<file path="src/rtl/decoder_scan.sv">
// decoder_scan: registered 1-of-2^SEL_W decoder with active-low strobes,
// active-low enable and an auto-scan mode that walks the strobe across all
// channels every PRESCALE clocks.
// Optional build macro: DECODER_SCAN_BLANK_EN adds break-before-make
// blanking on every scan step (PRESCALE must then be >= 2).
//
// state  | meaning
// -------+-----------------------------------------------------------
// OFF    | G_L high: all strobes blanked, IDX holds, prescaler cleared
// DIRECT | G_L low, MODE low: Y_L/IDX follow SEL one edge later
// SCAN   | G_L low, MODE high: IDX advances every PRESCALE clocks

module decoder_scan #(
  parameter int SEL_W    = 2,
  parameter int PRESCALE = 4
) (
  input  logic                    CLK,
  input  logic                    RESET_L,
  input  logic                    G_L,
  input  logic                    MODE,
  input  logic [SEL_W-1:0]        SEL,
  output logic [(1<<SEL_W)-1:0]   Y_L,
  output logic [SEL_W-1:0]        IDX,
  output logic                    WRAP,
  output logic                    ACTIVE
);

  localparam int N  = 1 << SEL_W;
  localparam int PW = (PRESCALE > 1) ? $clog2(PRESCALE) : 1;
  localparam logic [PW-1:0]    PCNT_LAST = PW'(PRESCALE - 1);
  localparam logic [SEL_W-1:0] IDX_MAX   = {SEL_W{1'b1}};
  localparam logic [N-1:0]     ALL_OFF   = {N{1'b1}};

  typedef enum logic [1:0] {
    OFF    = 2'd0,
    DIRECT = 2'd1,
    SCAN   = 2'd2
  } state_t;

  state_t           state;
  logic [PW-1:0]    pcnt;
  logic [SEL_W-1:0] idx_next;

  function automatic logic [N-1:0] decode(input logic [SEL_W-1:0] i);
    logic [N-1:0] d;
    d    = ALL_OFF;
    d[i] = 1'b0;
    return d;
  endfunction

  // Scan index wraps naturally through the SEL_W-bit adder.
  assign idx_next = IDX + SEL_W'(1);

  // Single FSM: state, prescaler and all outputs registered together.
  always_ff @(posedge CLK or negedge RESET_L) begin
    if (!RESET_L) begin
      state  <= OFF;
      pcnt   <= '0;
      Y_L    <= ALL_OFF;
      IDX    <= '0;
      WRAP   <= 1'b0;
      ACTIVE <= 1'b0;
    end else if (G_L) begin
      state  <= OFF;
      pcnt   <= '0;
      Y_L    <= ALL_OFF;
      WRAP   <= 1'b0;
      ACTIVE <= 1'b0;
    end else if (!MODE) begin
      state  <= DIRECT;
      pcnt   <= '0;
      Y_L    <= decode(SEL);
      IDX    <= SEL;
      WRAP   <= 1'b0;
      ACTIVE <= 1'b1;
    end else if (state != SCAN) begin
      // Fresh entry always restarts from SEL, even after a one-cycle blank.
      state  <= SCAN;
      pcnt   <= '0;
      Y_L    <= decode(SEL);
      IDX    <= SEL;
      WRAP   <= 1'b0;
      ACTIVE <= 1'b1;
    end else begin
      ACTIVE <= 1'b1;
      if (pcnt == PCNT_LAST) begin
        pcnt <= '0;
        IDX  <= idx_next;
        WRAP <= (IDX == IDX_MAX);
`ifdef DECODER_SCAN_BLANK_EN
        // Break before make: strobe the new channel one edge later.
        Y_L  <= ALL_OFF;
`else
        Y_L  <= decode(idx_next);
`endif
      end else begin
        pcnt <= pcnt + PW'(1);
        WRAP <= 1'b0;
        Y_L  <= decode(IDX);
      end
    end
  end

endmodule

</file>
<file path="config.mk">
export PLATFORM = sky130hd
export DESIGN_NAME = decoder_scan
export DESIGN_NICKNAME = d
export VERILOG_FILES = /design/src/rtl/decoder_scan.sv
export SDC_FILE = /design/constraint.sdc
export NUM_CORES = 1
export LEC_CHECK = 0
export ABC_CLOCK_PERIOD_IN_PS = 1600
export CAP_MARGIN = 20
export CORE_AREA = 2 2 39 41
export CTS_BUF_LIST = sky130_fd_sc_hd__clkbuf_4 sky130_fd_sc_hd__clkbuf_8
export CTS_CLUSTER_DIAMETER = 60
export DETAILED_ROUTE_END_ITERATION = 6
export DIE_AREA = 0 0 41 43
export GPL_ROUTABILITY_DRIVEN = 1
export PLACE_DENSITY = 0.74
export SYNTH_ARGS = -nofsm -noshare
export SYNTH_HDL_FRONTEND = slang
export SYNTH_SLANG_ARGS = --single-unit
export TNS_END_PERCENT = 1
</file>
<file path="constraint.sdc">
create_clock -name CLK -period 1.6 [get_ports CLK]
set_input_delay 0.32 -clock CLK [delete_from_list [all_inputs] [get_ports CLK]]
set_output_delay 0.32 -clock CLK [all_outputs]
set_load 0.05 [all_outputs]
</file>
### Yosys cells after proc, flatten, opt, wreduce, memory -nomap -nowiden

Cells that the tools add are included.

| operators by class | value |
|---|---|
| bitwise logic cells | 4 |
| multipliers | 0 |
| reduce and logical (&&, ||, !) cells | 4 |
| add/subtract/negate cells | 2 |
| shifts and indexed selects | 0 |
| eq/ne operators | 5 |
| div/mod/pow operators | 0 |
| mux-type cells | 25 |
| magnitude comparators | 6 |

Operators with widths:

| cell | count |
|---|---|
| $mux W2 | 10 |
| $mux W4 | 4 |
| $not A4 Y4 | 3 |
| $lt A2 B3 Y1 const B | 3 |
| $mux W1 | 8 |
| $demux W1 S2 | 3 |
| $ge A2 B1 Y1 const B | 3 |
| $add A2 B1 Y2 const B | 2 |
| $eq A2 B2 Y1 const B | 2 |
| $logic_and A1 B1 Y1 | 3 |
| $ne A3 B1 Y1 const B | 1 |
| $ne A3 B2 Y1 const B | 1 |
| $ne A2 B2 Y1 const B | 1 |
| $reduce_and A2 Y1 | 1 |
| $not A1 Y1 | 1 |

| storage, ports and cells | value |
|---|---|
| memories kept | 0 |
| word-level logic and storage cells | 52 |
| bits in latches | 0 |
| register bits after elaboration | 12 |
| RAM bits | 0 |
| output and inout port bits | 8 |
| bits in read-only memories | 0 |

### Depth between registers and ports, before layout

| logic depth | value |
|---|---|
| depth after elaboration | 10 |
| mapped depth | 5 |
| mapped depth without buffers | 5 |

### Least setup slack after synthesis

Ideal clock, no wire load.

| path | value |
|---|---|
| path kind | reg-to-reg |
| from | register IDX[0] |
| to | register IDX[1] |
| setup slack | 0.010 ns |
| period minus slack after synthesis | 1.590 ns |
| stages on the path, launching flop included | 5 |
| buffers on the path | 0 |
| data arrival time | 1.457 ns |
| required time | 1.467 ns |
| cells stage by stage | dfrtp_1 inv_1 ha_1 nor4b_1 a211oi_1 |

| on the way | value |
|---|---|
| longest elaborated chain between the ends | 4 |

Ends and longest elaborated chain:

| element | RTL line | RTL |
|---|---|---|
| from (decl) | 23 | `output logic [SEL_W-1:0] IDX,` |
| from (signal assigned) | 88 | `IDX <= idx_next;` |
| $add A2 B1 Y2 | 52 | `assign idx_next = IDX + SEL_W'(1);` |
| $mux W2 | 86 | `if (pcnt == PCNT_LAST) begin` |
| $mux W2 | 76 | `end else if (state != SCAN) begin` |
| $mux W2 | 69 | `end else if (!MODE) begin` |

Every way passes these cells. The select of a mux whose other input is x is not followed.
A chain may end at the register's enable or synchronous reset.

### Final worst setup path

| path | value |
|---|---|
| from | register IDX[1] |
| to | register IDX[1] |

Same word-level chain as after synthesis.

==> qor.yml <==
outcome: "complete, no violations"
drt_iter0_markers: 8
grt_util_all_layers: 0.165
die_w_um: 41
clock-sinks: 12
clock_latency_ns: 0.27
place_hpwl_um: 879
p_leak_nw: 0.394
start_util: 0.443
std_cell_rows: 14
ys_ff_latch: 12
setup_tns_ns: 0
syn_inst: 50
hold_viol_final: 0
setup_viol: 0
place_congestion: 0.863
clock_path_buffers: 2
yosysTopAreaCell: "dfrtp_1"
power_density_nw_per_um2: 813
min_path_type: "in2async"
port_buffers: 13
worstSetupEndpointType: "flip-flop"
ys_seq_area_frac: 0.498
seq_power_share: 0.485
syn2layout_area_growth_pct: 38.4
cp_data_arrival_time_ns: 1.44
netlist_top_cells_count: "dfrtp_1 (8), ha_1 (6), dfstp_2 (4), nor3_1 (4)"
reg2reg_slack_ns: 0.30
p_total_w: 0.000690
die-area_um2: 1760
fin_skew_ns: 0.00302
max_freq_mhz: 769
diodes: 0
grt_max_degree: 13
crit_fanout: 4
synth_enable_flop_cells: 0
synthDistinctLibCells: 23
nets: 81
ys_warn_count: 0
crit_type: "reg2reg"
relSlewSlack: 0.657
startpoint_type: "flip-flop"
vias: 435
ios: 14
clkPwrFrac: 0.261
grt_pass1_vias: 408
cts_root_buffer: "clkbuf_4"
antenna_left: 0
dp_cells: 80
async_reset_ff_frac: 1.00
ctsHtreeMaxLevel: 1
syn-num-nets: 62
p_sw_frac: 0.287
antenna_found_initial: 0
required_ns: 1.74
maxCapViolations: 0
yosys-top-cells-area: "dfrtp_1 (33%), dfstp_2 (17%), ha_1 (12%), and3b_4 (4.1%), mux2_2 (3.7%)"
comb_power_share: 0.254
cts_tree: "done"
detail_route.wl_per_cell_um: 13.6
p_int_w: 0.000492
synthFlopType: "dfrtp_1"
grt_overflow: 0
grt_setup_unrepaired: "no"
fin_ws_ns: 0.299
drtPass1Iterations: 4
clk_pin_slew_worst_paths_ns: 0.07
postCtsHoldBufs: 0
cts_resized: 0
post-place-ws_ns: 0.0850
cts_setup_buffers: 0
synth.most_common_cell: "dfrtp_1"
min_period_over_period: 0.813
avgSynthCellArea_um2: 12.3
via_per_inst: 5.24
fin_cells: 83
synth_top_area_share: 0.327
drv_slew: 0
core_region_area_um2: 1380
grt_pass1_wl_um: 1880
drc: 0
chipHeight_um: 43
totalWireLength_um: 1130
worst_pin_slew_ns: 0.512
ir_drop_mv: 0.527
syn_area_um2: 613
switching_power_w: 0.000198
drive_gt1_frac: 0.373
cts_made_buffers: 3
period_minus_slack_ns: 1.30
==> per-layer routing <==
metal,wire (um),up-vias,global-route usage
met3,54,2,0.0681
li1,-,215,-
met5,0,-,0
met4,11,0,0.0800
met1,524,205,0.214
met2,540,13,0.231
==> power by group through the flow <==
stage | Sequential (W) | Clock, W | Combinational, W
2_1_floorplan | 0.000379 | 0 | 0.0000480
3_3_place_gp | 0.000340 | 0 | 0.000175
3_5_place_dp | 0.000340 | 0 | 0.000175
4_1_cts | 0.000335 | 0.000182 | 0.000177
5_1_grt | 0.000336 | 0.000195 | 0.000190
6_report | 0.000334 | 0.000180 | 0.000175
==> path summary, 6_finish.rpt <==
| path | startpoint | to | cells past startpoint |
|---|---|---|---|
| min reg2reg | pcnt[0]$_DFF_PN0_ | pcnt[0]$_DFF_PN0_ | 1 |
| max | IDX[1]$_DFFE_PN0P_ | IDX[1]$_DFFE_PN0P_ | 4 |
| min in group CLK | pcnt[0]$_DFF_PN0_ | pcnt[0]$_DFF_PN0_ | 1 |
| min | RESET_L | IDX[0]$_DFFE_PN0P_ | 1 |
| max in group asynchronous | RESET_L | Y_L[1]$_DFF_PN1_ | 1 |
| max reg2reg | IDX[1]$_DFFE_PN0P_ | IDX[1]$_DFFE_PN0P_ | 4 |
==> state kept, by name, summed over array words and instances (netlist names) <==
name	flops
WRAP	1
pcnt	2
state	2
ACTIVE	1
Y_L	4
IDX	2
==> critical path, stage by stage (launching register included) <==
cell and delay [ns]:
dfrtp_1 0.44, inv_1 0.10, ha_1 0.28, nor4b_1 0.27, a211oi_1 0.09
==> layout make-up <==
class | instances | area [um2]
fillers | 110 | 536
flip-flops and latches | 12 | 305
multi-input cells | 34 | 293
repair buffers | 14 | 193
clock buffers | 3 | 22.5
well taps | 16 | 20.0
inverters | 4 | 15.0
==> placed cells by master, fill, tap and decap left out, drive strengths merged, types with 3 or more instances in the layout <==
master	instances
clkbuf	3
nor3	4
dfstp	4
dfrtp	8
nor2	3
inv	4
ha	6
buf	9
clkdlybuf4s50	5
o21ai	3
==> cell families after synthesis <==
group / Yosys count / synth area share
compound gates: 7 / 0.0857
fa+ha+maj: 6 / 0.122
buf+inv: 4 / 0.0245
flops: 12 / 0.498
mux: 4 / 0.0694
simple gates: 17 / 0.200
==> metrics by stage <==
| stage | hold slack (ns) | util | instance area [um2] |
|---|---|---|---|
| after detailed placement | 0.491 | 0.597 | 826 |
| after floorplan | 0.0244 | - | 613 |
| after CTS | 0.416 | 0.613 | 848 |
| after global placement | 0.471 | 0.597 | 826 |
| after global routing | 0.441 | 0.613 | 848 |
| final | 0.391 | 0.613 | 848 |
Power figures use the tool's default switching activity.
